File: src/rtl/mem_arb_pkg.sv
// Shared definitions for the memory-port arbiter: state encoding, grant ids, default widths.
package mem_arb_pkg;

   localparam int AW_DEF = 32;
   localparam int DW_DEF = 32;

   typedef enum logic [1:0] {
      IDLE   = 2'd0,
      I_BUSY = 2'd1,
      D_BUSY = 2'd2,
      RESP   = 2'd3
   } arb_state_t;

   localparam logic GNT_I = 1'b0;
   localparam logic GNT_D = 1'b1;

endpackage

File: src/rtl/rr_pick2.sv
// Combinational two-way round-robin picker: on contention the side that did not win last time wins.
module rr_pick2
   import mem_arb_pkg::*;
(
   input  logic req_i,
   input  logic req_d,
   input  logic last_grant,
   output logic grant_valid,
   output logic grant_id
);

   always_comb begin
      grant_valid = req_i | req_d;
      grant_id    = GNT_I;
      if (req_i && req_d) begin
         grant_id = ~last_grant;
      end else if (req_d) begin
         grant_id = GNT_D;
      end
   end

endmodule

File: src/rtl/mem_port_arbiter.sv
// Arbitrates the instruction-fetch and data requesters onto one shared memory port.
// Optional watchdog on m_ack enabled by defining MEMARB_TIMEOUT_EN.
module mem_port_arbiter
   import mem_arb_pkg::*;
#(
   parameter int AW             = AW_DEF,
   parameter int DW             = DW_DEF,
   parameter int TIMEOUT_CYCLES = 15
) (
   input  logic          Clk,
   input  logic          Reset,
   input  logic          i_req,
   input  logic [AW-1:0] i_addr,
   output logic          i_ready,
   output logic [DW-1:0] i_rdata,
   input  logic          d_req,
   input  logic          d_we,
   input  logic [AW-1:0] d_addr,
   input  logic [DW-1:0] d_wdata,
   output logic          d_ready,
   output logic [DW-1:0] d_rdata,
   output logic [AW-1:0] m_addr,
   output logic [DW-1:0] m_wdata,
   output logic          m_read,
   output logic          m_write,
   input  logic [DW-1:0] m_rdata,
   input  logic          m_ack,
   output logic          err
);

   arb_state_t    state_reg, state_next;
   logic          last_grant_reg, last_grant_next;
   logic [AW-1:0] m_addr_reg, m_addr_next;
   logic [DW-1:0] m_wdata_reg, m_wdata_next;
   logic          m_read_reg, m_read_next;
   logic          m_write_reg, m_write_next;
   logic [DW-1:0] i_rdata_reg, i_rdata_next;
   logic [DW-1:0] d_rdata_reg, d_rdata_next;
   logic          i_ready_reg, i_ready_next;
   logic          d_ready_reg, d_ready_next;
   logic          grant_valid;
   logic          grant_id;

`ifdef MEMARB_TIMEOUT_EN
   localparam int CNT_W = $clog2(TIMEOUT_CYCLES + 1);
   logic [CNT_W-1:0] cnt_reg, cnt_next;
   logic             err_reg, err_next;
`endif

   rr_pick2 u_pick (
      .req_i       (i_req),
      .req_d       (d_req),
      .last_grant  (last_grant_reg),
      .grant_valid (grant_valid),
      .grant_id    (grant_id)
   );

   always_comb begin
      state_next      = state_reg;
      last_grant_next = last_grant_reg;
      m_addr_next     = m_addr_reg;
      m_wdata_next    = m_wdata_reg;
      m_read_next     = m_read_reg;
      m_write_next    = m_write_reg;
      i_rdata_next    = i_rdata_reg;
      d_rdata_next    = d_rdata_reg;
      i_ready_next    = 1'b0;
      d_ready_next    = 1'b0;
`ifdef MEMARB_TIMEOUT_EN
      cnt_next        = cnt_reg;
      err_next        = err_reg;
`endif
      case (state_reg)
         IDLE: begin
            if (grant_valid) begin
               last_grant_next = grant_id;
`ifdef MEMARB_TIMEOUT_EN
               cnt_next = '0;
`endif
               if (grant_id == GNT_I) begin
                  state_next   = I_BUSY;
                  m_addr_next  = i_addr;
                  m_read_next  = 1'b1;
                  m_write_next = 1'b0;
               end else begin
                  state_next   = D_BUSY;
                  m_addr_next  = d_addr;
                  m_wdata_next = d_wdata;
                  m_read_next  = ~d_we;
                  m_write_next = d_we;
               end
            end
         end
         I_BUSY, D_BUSY: begin
            if (m_ack) begin
               m_read_next  = 1'b0;
               m_write_next = 1'b0;
               state_next   = RESP;
               if (state_reg == I_BUSY) begin
                  i_rdata_next = m_rdata;
                  i_ready_next = 1'b1;
               end else begin
                  // Writes return no data, so the load result is left untouched.
                  if (!m_write_reg) begin
                     d_rdata_next = m_rdata;
                  end
                  d_ready_next = 1'b1;
               end
            end
`ifdef MEMARB_TIMEOUT_EN
            else if (cnt_reg == CNT_W'(TIMEOUT_CYCLES - 1)) begin
               m_read_next  = 1'b0;
               m_write_next = 1'b0;
               err_next     = 1'b1;
               state_next   = RESP;
               i_ready_next = (state_reg == I_BUSY);
               d_ready_next = (state_reg == D_BUSY);
            end else begin
               cnt_next = cnt_reg + 1'b1;
            end
`endif
         end
         RESP: begin
            // Requests are deliberately not sampled here.
            state_next = IDLE;
         end
         default: state_next = IDLE;
      endcase
   end

   always_ff @(posedge Clk) begin
      if (Reset) begin
         state_reg      <= IDLE;
         last_grant_reg <= GNT_D;
         m_addr_reg     <= '0;
         m_wdata_reg    <= '0;
         m_read_reg     <= 1'b0;
         m_write_reg    <= 1'b0;
         i_rdata_reg    <= '0;
         d_rdata_reg    <= '0;
         i_ready_reg    <= 1'b0;
         d_ready_reg    <= 1'b0;
`ifdef MEMARB_TIMEOUT_EN
         cnt_reg        <= '0;
         err_reg        <= 1'b0;
`endif
      end else begin
         state_reg      <= state_next;
         last_grant_reg <= last_grant_next;
         m_addr_reg     <= m_addr_next;
         m_wdata_reg    <= m_wdata_next;
         m_read_reg     <= m_read_next;
         m_write_reg    <= m_write_next;
         i_rdata_reg    <= i_rdata_next;
         d_rdata_reg    <= d_rdata_next;
         i_ready_reg    <= i_ready_next;
         d_ready_reg    <= d_ready_next;
`ifdef MEMARB_TIMEOUT_EN
         cnt_reg        <= cnt_next;
         err_reg        <= err_next;
`endif
      end
   end

   assign m_addr  = m_addr_reg;
   assign m_wdata = m_wdata_reg;
   assign m_read  = m_read_reg;
   assign m_write = m_write_reg;
   assign i_rdata = i_rdata_reg;
   assign d_rdata = d_rdata_reg;
   assign i_ready = i_ready_reg;
   assign d_ready = d_ready_reg;
`ifdef MEMARB_TIMEOUT_EN
   assign err = err_reg;
`else
   assign err = 1'b0;
`endif

endmodule

File: config.mk
export PLATFORM = sky130hd
export DESIGN_NAME = mem_port_arbiter
export DESIGN_NICKNAME = d
export VERILOG_FILES = /design/src/rtl/mem_arb_pkg.sv /design/src/rtl/rr_pick2.sv /design/src/rtl/mem_port_arbiter.sv
export SDC_FILE = /design/constraint.sdc
export NUM_CORES = 1
export LEC_CHECK = 0
export ABC_AREA = 1
export BUFFER_PORTS_ARGS = -buffer_cell sky130_fd_sc_hd__buf_4
export CAP_MARGIN = 20
export CORE_ASPECT_RATIO = 0.9
export CORE_MARGIN = 2
export CORE_UTILIZATION = 41
export DETAILED_ROUTE_END_ITERATION = 16
export PLACE_DENSITY = 0.83
export SETUP_SLACK_MARGIN = 0.2
export SYNTH_ARGS = -nofsm -noshare
export SYNTH_HDL_FRONTEND = slang
export SYNTH_SLANG_ARGS = --single-unit
export TNS_END_PERCENT = 50
File: constraint.sdc
create_clock -name Clk -period 1.6 [get_ports Clk]
set_input_delay 0.08 -clock Clk [delete_from_list [all_inputs] [get_ports Clk]]
set_output_delay 0.08 -clock Clk [all_outputs]
set_load 0.05 [all_outputs]
======== Word-level counts from Yosys, hierarchy flattened ========
Index checks and enable logic that the tools add are counted.
word-level totals
  memory bits (read-only) ................. 0
  memories kept ........................... 0
  bits of input ports ..................... 134
  flip-flop bits (word level) ............. 135
  output and inout bits ................... 133
  logic and storage cells ................. 49
  latch bits .............................. 0
  memory bits (writable) .................. 0
cells by class
  div/mod/pow operators ................... 0
  $lt $le $gt $ge ......................... 0
  mux-type cells .......................... 16
  $mul .................................... 0
  shift operators ......................... 0
  bitwise logic cells ..................... 7
  add/sub/neg operators ................... 0
  eq/ne operators ......................... 5
  reductions and logical operators ........ 11
operators by type and width
  operator                                                                number
  32-bit two-way mux                                                      1
  1-bit two-way mux                                                       9
  3-bit AND reduction                                                     3
  2-bit two-way mux                                                       3
  1-bit inverter                                                          6
  2-bit case mux with 3 select lines                                      1
  2-bit equality test (second input constant)                             2
  2-bit inequality test (second input constant)                           2
  1-bit case mux with 2 select lines                                      2
  2-bit AND reduction                                                     2
  4-bit AND reduction                                                     1
  3-bit OR reduction                                                      1
  2-bit by 1-bit equality test with 1-bit output (second input constant)  1
  2-bit logical NOT                                                       1
  2-bit nonzero test                                                      1
  2-bit OR reduction                                                      1
  1-bit logical AND                                                       1
  1-bit OR                                                                1

======== Longest topological paths before layout ========
Gate-level depths: netlist of run 1.
  word-level depth ........................ 5
  depth in mapped cells ................... 9

======== Cells and area by module ========
Synthesis of run 1 repeated with hierarchy kept, for this count alone.
unflattened totals
  cells, all modules ...................... 690
  area total of the unflattened synthesis .. 5286.3 um^2
by module, submodules not included
  module            times used  cells each  area each (um^2)  seq. area each (um^2)
  mem_port_arbiter  1           687         5271.3            2702.6
  rr_pick2          1           3           15.0              0.0

======== Least setup slack after synthesis of run 1 ========
No wires, ideal clock.
  path type ............................... reg-to-reg
  start point ............................. register state_reg[0]
  end point ............................... register d_rdata_reg[10] (netlist: d_rdata[10])
  setup slack ............................. 121 ps
  data required time ...................... 1484 ps
  cell stages (with the launch flop) ...... 9
  arrival time ............................ 1363 ps
  library setup time ...................... 116 ps
  buffers on the path ..................... 1
  path through ............................ dfxtp_1 inv_1 ha_1 nand2_1 nor2_1 nand2_1 clkbuf_1 o21ai_0 nor2_1
between the ends
  word-level cells in the longest chain between the ends .. 3
  elaborated cells between the ends (all ways) .. 5
  those cells by class .................... eq/ne (2); bitwise (1); reduce/logical (2)
RTL lines
  what                                                                                          line                                            text
  from (decl)                                                                                   mem_port_arbiter.sv:31                          arb_state_t state_reg, state_next;
  from (signal assigned)                                                                        mem_port_arbiter.sv:148                         state_reg <= state_next;
  2-bit by 1-bit equality test with 1-bit output / 2-bit equality test (equally long branches)  mem_port_arbiter.sv:73, mem_port_arbiter.sv:99
  2-bit OR reduction / 1-bit inverter (equally long branches)                                   n/a
  4-bit AND reduction (no source line) (*)                                                      n/a
  to (signal assigned)                                                                          mem_port_arbiter.sv:155                         d_rdata_reg <= d_rdata_next;
  to (decl)                                                                                     mem_port_arbiter.sv:38                          logic [DW-1:0] d_rdata_reg, d_rdata_next;
Mark *: on every way between the ends. The rest lies on a longest branch, timed or not.
A chain may end at the register's enable or synchronous reset.

======== Final worst setup path of run 1 ========
  start point ............................. register state_reg[1]
  end point ............................... register d_rdata_reg[14] (netlist: d_rdata[14])
The elaborated chain is that of the path after synthesis.

==> key figures, run 1 <==
Run status
  • Status: finished clean

Die
  • Rows: 39
  • Core area: 0.0126 mm2
  • Ports: 267
  • Horiz. Die Dim: 123 um
  • Initial Util: 0.416
  • Die Height: 111 um
  • Total Die Area: 0.0137 mm2

Worst hold path
  • Cells on Worst Hold Path: 4
  • WHS Endpoint: m_addr[17]
  • Hold path startpoint: i_addr[17]
  • Worst hold path type: in -> reg

Worst setup path
  • Worst setup EP type: flip-flop
  • RR Endpoint: d_rdata[14]
  • R2R Path Start: state_reg[1]
  • Crit Path Max Fanout: 24
  • Critical path launch point type: flip-flop
  • Critical path class: reg -> reg
  • Worst Path Required: 1.90 ns
  • WP data arrival: 1.76 ns
  • Register-to-register setup slack: 0.14 ns
  • Crit. Startpoint: state_reg[1]
  • Worst R2R Path Depth: 8

Synthesis
  • Synth Area per Inst: 7.57 um2
  • Synth cell types: 23
  • Net Count, Synth: 830
  • Yosys Warn Count: 0
  • Sequential-to-total area share from yosys stat: 0.516
  • Seq cells post-synth: 135
  • Post-synthesis cell area: 0.00524 mm2
  • Synth top area cells: dfxtp_1, nor2_1, o21ai_0, nand2_1, and3_1
  • Syn Inst Count: 692
  • Share of the synthesized area in the top cell type: 0.516
  • Area leader, netlist: dfxtp_1

Timing
  • Setup violations, final: 0
  • Unrepaired setup endpoints after global routing: true
  • Post-route setup TNS: 0 ns
  • Final worst path period need: 1.46 ns
  • Final worst-path cycle share: 0.914
  • Slew Limit Fails: 0
  • Highest Clock Rate: 684 MHz
  • Clock skew: 0.00854 ns
  • Final Hold Viols: 0

Detailed routing
  • ANT nets after route: 0
  • Initial drt markers: 462
  • Vias: 6,179
  • Drt wl/cell: 16.5 um
  • DRT Wirelength: 19,800 um
  • DR pass1 iterations: 5
  • Vias/cell: 5.14
  • DRC viols: 0

Cells and area
  • Ant diodes: 0
  • Layout cells sized above 1: 0.360
  • Area grow syn2layout: 72.5%
  • Filler cells: 876
  • NumNets Final: 1,163
  • Finished Cell Area: 0.00904 mm2

Clock network
  • Clock transition time at the flip-flop clock pins of the worst setup and hold paths: 0.06 ns
  • Clk sinks: 135
  • CTS tree: built
  • Max clock buf depth: 2
  • Num CTS Buffers: 17
  • Root buf cell: clkbuf_16
  • H-tree depth: 4
  • Skew-Pair Late Insertion Delay: 0.42 ns

GRT
  • Largest net degree at the start of global routing: 101
  • Number of global-route vias before repair: 6,176
  • GRT Overall Usage: 0.279
  • Initial antenna violation count: 0
  • First-pass GRT wire length: 29,900 um
  • GR Overflow Total: 0

Place
  • Post-DP Area: 0.00739 mm2
  • # port buffers: 265
  • Post-DP HPWL: 11,000 um
  • RD Place Congestion: 0.823

Power
  • Cell Pwr Density: 1960 mW/mm2
  • Total power: 17.7 mW
  • Worst VDD drop: 1.08 mV
  • Pleak: 4.20 nW

Flow run
  • Maxcap violations: 0
[where the power goes]
group,switching (mW),internal (mW)
Clock,1.48,2.53
Sequential,0.616,4.30
Combinational,5.78,3.02
Total,7.88,9.85
[layout make-up]
class	instances	area (um2)	area share
tap	164	205	0.0227
inverter	12	50.0	0.00554
sequential	135	2710	0.299
clock buffer	21	460	0.0509
clock inverter	11	146	0.0162
multi-input combinational	496	2380	0.263
timing repair buffer	363	3090	0.342
[synthesized netlist by cell type]
| master | number |
|---|---|
| clkbuf_2 | 3 |
| dfxtp_1 | 135 |
| buf_6 | 4 |
| buf_2 | 20 |
| nand3_4 | 1 |
| nor2_4 | 2 |
| ha_1 | 4 |
| nand2_1 | 116 |
| nor2_1 | 168 |
| nand3_1 | 36 |
| a21oi_1 | 35 |
| nand2_4 | 2 |
| clkbuf_1 | 18 |
| inv_1 | 8 |
| o21ai_0 | 93 |
| and3_1 | 32 |
| o21ai_1 | 4 |
| conb_1 | 1 |
| inv_2 | 3 |
| or2_2 | 1 |
| clkinv_1 | 1 |
| nor3_1 | 1 |
| buf_4 | 4 |
[worst max path at each step]
stage and end:
6_report d_rdata[14], 5_1_grt d_rdata[19], 4_1_cts d_rdata[13], 3_5_place_dp d_rdata[21]
3_3_place_gp d_rdata[21], 2_1_floorplan d_rdata[10]
[per-layer routing]
layer  track usage  part of all wire  wire (um)  vias up
li1              -                 -          -     2907
met1         0.292              0.37       7250     2797
met2         0.474              0.48       9590      399
met3        0.0905              0.10       1980       76
met4         0.181             0.049        975        0
met5             0                 0          0        -
[per-stage QoR]
stage                     setup slack, ns   util  hold slack [ns]  cells
final                               0.137  0.718           0.0154   1202
after global placement              0.136  0.587            0.331   1086
after floorplan                     0.205      -            0.223    692
after CTS                           0.133  0.711          0.00102   1200
after detailed placement           0.0839  0.587            0.341   1086
after global routing               0.0818  0.718           0.0299   1202
[repair_timing]
action / CTS / global route
gates cloned: 3 / 1
setup buffers: 7 / 1
pin swaps: 34 / 8
gates resized for setup: 39 / 39
setup endpoints to repair: 64 / 91
endpoints found under the hold margin: 103 / 0
hold buffers: 72 / 0
[worst max-delay path: stages, from the launching register on]
cell     delay [ns]
dfxtp_2        0.35
inv_4          0.05
ha_4           0.28
nand2_4        0.05
nor2_4         0.09
nand2_4        0.08
buf_12         0.16
o21ai_1        0.20
nor2_1         0.08
[cell usage in the layout (no fill, tap or decap), drive strengths merged]
master / n
a21oi: 35
and3: 32
buf: 290
bufinv: 3
clkbuf: 22
clkinv: 5
clkinvlp: 2
conb: 1
dfxtp: 135
dlygate4sd3: 72
ha: 4
inv: 13
nand2: 118
nand3: 37
nor2: 170
nor3: 1
o21ai: 97
or2: 1
[logic make-up after synthesis]
| kind of cell | count (synthesis) | share of synthesized area |
|---|---|---|
| and+or+nand+nor | 359 | 0.290 |
| AOI/OAI and AO/OA | 132 | 0.126 |
| buffers and inverters | 61 | 0.0578 |
| adders and majority gates | 4 | 0.00955 |
| other | 1 | 0.000716 |
| DFF | 135 | 0.516 |
Note: power is estimated with default switching activity, not from simulation.
==> run 2, diff against run 1 <==
--- a/config.mk
+++ b/config.mk
@@ -8,7 +8,6 @@
 export ABC_AREA = 1
 export BUFFER_PORTS_ARGS = -buffer_cell sky130_fd_sc_hd__buf_4
 export CAP_MARGIN = 20
-export CORE_ASPECT_RATIO = 0.9
 export CORE_MARGIN = 2
 export CORE_UTILIZATION = 41
 export DETAILED_ROUTE_END_ITERATION = 16
==> run 2 against run 1 <==
  * Die area is essentially flat
  * Highest routed layer unchanged
  * Clock power grew 6.2%
  * Design area grew 4.3%
  * Wire length grew 5.6%
  * Hold slack gained 0.0059 ns
==> key figures, run 2 (synthesis gave the netlist of run 1 again) <==
GRT
  • First-pass GRT wire length: 29,000 um
  • Initial antenna violation count: 0
  • Number of global-route vias before repair: 5,887
  • GR Overflow Total: 0
  • Largest net degree at the start of global routing: 65
  • GRT Overall Usage: 0.274

Cells and area
  • Layout cells sized above 1: 0.382
  • Finished Cell Area: 0.00943 mm2
  • Core Util, Final: 0.750
  • Area grow syn2layout: 79.9%
  • Commonest non-fill, non-tap cells in the layout: buf_4, nor2_1, dfxtp_1, nand2_1, dlygate4sd3_1
  • Final Non-Filler Cells: 1,226
  • Ant diodes: 0
  • Commonest non-fill, non-tap cell in the layout: buf_4
  • NumNets Final: 1,179
  • Filler cells: 832

Clock network
  • Clk sinks: 135
  • Max clock buf depth: 2
  • H-tree depth: 4
  • Root buf cell: clkbuf_16
  • Skew-Pair Late Insertion Delay: 0.42 ns
  • CTS tree: built
  • Clock transition time at the flip-flop clock pins of the worst setup and hold paths: 0.06 ns
  • Num CTS Buffers: 17

Die
  • Rows: 41
  • Ports: 267
  • Total Die Area: 0.0137 mm2
  • Initial Util: 0.417
  • Die Height: 117 um
  • Core area: 0.0126 mm2
  • Horiz. Die Dim: 117 um

Run status
  • Status: finished clean

Detailed routing
  • DRC viols: 0
  • Vias: 6,195
  • ANT nets after route: 0
  • DR pass1 iterations: 5
  • Initial drt markers: 731
  • DRT Wirelength: 20,900 um
  • Vias/cell: 5.05
  • Drt wl/cell: 17.1 um

Worst setup path
  • Crit path cell chain: inv_2, ha_4, nand2_4, nor2_4, nand2_4, buf_4, o21ai_1, nor2_2
  • Worst Path Required: 1.90 ns
  • Critical path launch point type: flip-flop
  • Critical path class: reg -> reg
  • CP max stage delay: 0.34 ns
  • WP data arrival: 1.88 ns
  • Crit Path Max Fanout: 7
  • Slowest CP cell: dfxtp_2
  • CP most frequent cell: nand2_4
  • Worst setup EP type: flip-flop

Worst hold path
  • Worst hold path type: in -> reg

Power
  • Total power: 18.7 mW
  • Worst VDD drop: 1.05 mV
  • Pleak: 4.35 nW
  • Cell Pwr Density: 1980 mW/mm2

Place
  • # port buffers: 265
  • Post-DP Area: 0.00740 mm2
  • RD Place Congestion: 0.801
  • Inst Count DP: 1,095
  • Dpl ws: 0.0462 ns
  • Post-DP HPWL: 10,900 um

Timing
  • Post-route setup TNS: 0 ns
  • Clock skew: 0.0100 ns
  • Final worst-path cycle share: 0.990
  • Unrepaired setup endpoints after global routing: true
  • Highest Clock Rate: 631 MHz
  • Setup WS post-layout: 0.0153 ns
  • Final worst path period need: 1.58 ns
  • Slew Limit Fails: 0
  • Final hold slack: 0.0213 ns
  • Final Hold Viols: 0
  • Setup violations, final: 0

Flow run
  • Maxcap violations: 0
[run 2: changes by cell type in the layout (fill, tap and decap cells not counted), sizes merged]
cell | before | now
buf | 290 | 300
bufinv | 3 | 4
clkbuf | 22 | 20
clkinv | 5 | 4
dlygate4sd3 | 72 | 78
inv | 13 | 15
[run 2: repair_timing]
| action | 4_1_cts | 5_1_grt |
|---|---|---|
| hold buffers | 78 | 0 |
| resized for setup | 30 | 104 |
| setup endpoints to repair | 68 | 101 |
| setup buffers | 8 | 8 |
| cloned | 4 | 1 |
| pin swaps | 3 | 30 |
| endpoints found under the hold margin | 110 | 0 |
[run 2: path summary, 6_finish.rpt]
kind	start	endpoint	slack, ns	cells after the start
hold reg to reg	m_wdata[28]	m_wdata[28]	0.46	2
setup / recovery	state_reg[1]	d_rdata[28]	0.02	8
setup reg to reg	state_reg[1]	d_rdata[28]	0.02	8
hold / removal	i_addr[16]	m_addr[16]	0.02	4
[run 2: report_power, final]
part	leakage (nW)	switching [mW]	internal (mW)
clock	0.306	1.58	2.68
sequential	1.11	0.609	4.29
combinational	2.93	6.16	3.39
[run 2: layout make-up]
class	instances	area (um2)	share of cell area
Multi-Input combinational cell	496	2530	0.268
Clock inverter	13	195	0.0207
Timing Repair Buffer	379	3290	0.349
Inverter	12	52.6	0.00557
Tap cell	172	215	0.0228
Sequential cell	135	2710	0.287
Clock buffer	19	443	0.0470
[run 2: worst max-delay path: cells and delay by family (launching register included)]
family / cells / cell delay (ns)
fa+ha+maj: 1 / 0.27
buf+inv: 2 / 0.25
compound gates: 1 / 0.24
flops: 1 / 0.34
simple gates: 4 / 0.36
[run 2: layer usage]
layer	global-route usage	up-vias	part of all wire
li1	-	2946	-
met5	0	-	0
met3	0.0927	68	0.089
met2	0.457	346	0.50
met1	0.309	2835	0.38
met4	0.151	0	0.037
==> run 3, diff against run 2 <==
--- a/config.mk
+++ b/config.mk
@@ -8,9 +8,11 @@
 export ABC_AREA = 1
 export BUFFER_PORTS_ARGS = -buffer_cell sky130_fd_sc_hd__buf_4
 export CAP_MARGIN = 20
+export CORE_ASPECT_RATIO = 1.4
 export CORE_MARGIN = 2
 export CORE_UTILIZATION = 41
 export DETAILED_ROUTE_END_ITERATION = 16
+export GPL_TIMING_DRIVEN = 0
 export PLACE_DENSITY = 0.83
 export SETUP_SLACK_MARGIN = 0.2
 export SYNTH_ARGS = -nofsm -noshare
==> run 3 against run 2 <==
  * Non-clock buffer count rose by 12
  * Total power down 4.9%
  * Design area shrank 3.5%
  * Die area is essentially flat
  * Clock power down 1%
  * Maximum frequency increased by 4.5%
  * Cell count is 0.57% lower
  * Setup slack gained 0.068 ns
  * Via count fell by 1.8%
  * Global-route usage is 0.62 points lower
  * Hold slack worse by 0.0066 ns
  * Wire length decreased by 9.6%
  * Critical path type unchanged
  * Critical endpoint is now d_rdata[24]
  * Largest power group unchanged
  * Highest routed layer unchanged
==> key figures, run 3 (synthesis gave the netlist of run 1 again) <==
GRT
  • Number of global-route vias before repair: 6,096
  • First-pass GRT wire length: 29,000 um
  • Largest net degree at the start of global routing: 17
  • Initial antenna violation count: 0
  • GRT Overall Usage: 0.268
  • GR Overflow Total: 0

Detailed routing
  • Initial drt markers: 269
  • DR pass1 iterations: 5
  • Vias/cell: 4.99
  • DRT Wirelength: 18,900 um
  • Drt wl/cell: 15.5 um
  • DRC viols: 0
  • Vias: 6,084
  • ANT nets after route: 0

Die
  • Core area: 0.0124 mm2
  • Die Height: 138 um
  • Total Die Area: 0.0137 mm2
  • Ports: 267
  • Horiz. Die Dim: 99.5 um
  • Initial Util: 0.421
  • Rows: 48

Clock network
  • Clock transition time at the flip-flop clock pins of the worst setup and hold paths: 0.06 ns
  • H-tree depth: 4
  • Skew-Pair Late Insertion Delay: 0.41 ns
  • Root buf cell: clkbuf_16
  • Clk sinks: 135
  • Max clock buf depth: 2
  • CTS tree: built
  • Num CTS Buffers: 17

Timing
  • Final worst-path cycle share: 0.948
  • Final Hold Viols: 0
  • Final hold slack: 0.0148 ns
  • Slew Limit Fails: 0
  • Setup violations, final: 0
  • Unrepaired setup endpoints after global routing: true
  • Slew Limit Headroom: 0.514
  • Worst slew pin tran: 0.729 ns
  • Highest Clock Rate: 659 MHz
  • Final worst path period need: 1.52 ns
  • Clock skew: 0.00942 ns

Power
  • Cell Pwr Density: 1960 mW/mm2
  • Combinational fraction of design power: 0.495
  • Total power: 17.8 mW
  • Pleak: 4.25 nW
  • Int Pwr: 9.95 mW
  • Clock share of power: 0.236
  • Flop pwr share: 0.269
  • Sw Share: 0.441
  • Worst VDD drop: 0.966 mV
  • P_sw: 7.85 mW

Cells and area
  • Layout cells sized above 1: 0.375
  • NumNets Final: 1,193
  • Commonest non-fill, non-tap cells in the layout: buf_4, nor2_1, dfxtp_1, nand2_1, dlygate4sd3_1
  • Filler cells: 896
  • Commonest non-fill, non-tap cell in the layout: buf_4
  • Area grow syn2layout: 73.5%

Worst setup path
  • Critical path class: reg -> reg
  • Crit Path Max Fanout: 5
  • WP data arrival: 1.81 ns
  • Worst Path Required: 1.89 ns
  • Worst setup EP type: flip-flop
  • Critical path launch point type: flip-flop

Flow run
  • Maxcap violations: 0

Worst hold path
  • Worst hold path type: in -> reg

Place
  • Post-DP HPWL: 11,900 um
  • RD Place Congestion: 0.863
  • # port buffers: 263

Run status
  • Status: finished clean
-- run 3: changes by cell type in the layout (fill, tap and decap cells not counted), moves of 3 or more --
cell	previous run	this run
clkbuf_8	1	7
buf_16	4	0
inv_2	6	3
clkbuf_4	0	3
o21ai_2	15	25
nor2_4	16	3
buf_2	0	16
nor2_1	143	167
dlygate4sd3_1	78	65
buf_12	10	0
o21ai_1	26	20
clkbuf_1	1	13
nor2_2	11	1
-- run 3: final timing paths --
check | slack [ns] | startpoint | endpoint | cells after the start
worst max-delay path | 0.08 | state_reg[0] | d_rdata[24] | 8
worst max register to register | 0.08 | state_reg[0] | d_rdata[24] | 8
worst min register to register | 0.47 | m_wdata[0] | m_wdata[0] | 2
worst min-delay path | 0.01 | i_addr[3] | m_addr[3] | 4
-- run 3: power groups by stage --
stage | clock network [mW] | logic (mW) | registers [mW]
finish | 4.20 | 8.80 | 4.79
floorplan | 0 | 2.42 | 7.84
CTS | 4.24 | 8.47 | 4.76
global placement | 0 | 7.73 | 4.79
global route | 4.39 | 9.32 | 4.87
detailed placement | 0 | 7.80 | 4.82
-- run 3: worst max-delay path: stages (launching register included) --
cell and delay, ns:
dfxtp_2 0.35, inv_2 0.06, ha_4 0.28, nand2_4 0.05, nor2_4 0.15, nand2_4 0.11
clkbuf_8 0.19, o21ai_2 0.14, nor2_1 0.08
-- run 3: layout make-up --
class                      count  area (um2)  share of cell area
clock buffer                  19         443              0.0487
sequential                   135        2710               0.298
inverter                      12        60.1             0.00661
multi-input combinational    498        2410               0.265
antenna                        1        2.50            0.000275
clock inverter                13         195              0.0215
timing repair buffer         342        2760               0.303
tap                          150         188              0.0206
buffer                        49         329              0.0362
-- run 3: through the flow --
step | area [um2] | util | std cells | setup TNS, ns | setup slack (ns)
global route | 9090 | 0.731 | 1218 | 0 | 0.0573
global placement | 7450 | 0.599 | 1105 | -0.0303 | -0.0303
floorplan | 5290 | - | 692 | 0 | 0.205
finish | 9090 | 0.731 | 1219 | 0 | 0.0832
detailed placement | 7450 | 0.599 | 1105 | -0.0745 | -0.0380
CTS | 8990 | 0.723 | 1214 | 0 | 0.123
-- run 3: per-layer routing --
| metal | wire length [um] | track usage |
|---|---|---|
| met4 | 689 | 0.131 |
| met2 | 10200 | 0.508 |
| met3 | 1060 | 0.0619 |
| met1 | 6960 | 0.273 |
| met5 | 0 | 0 |
-- run 3: timing repair --
action,in CTS,in global routing
gates resized for setup,82,41
endpoints found under the hold margin,97,0
cloned,6,0
endpoints found under the setup margin,96,123
pin swaps,4,8
hold buffers,65,0
buffers inserted,6,4
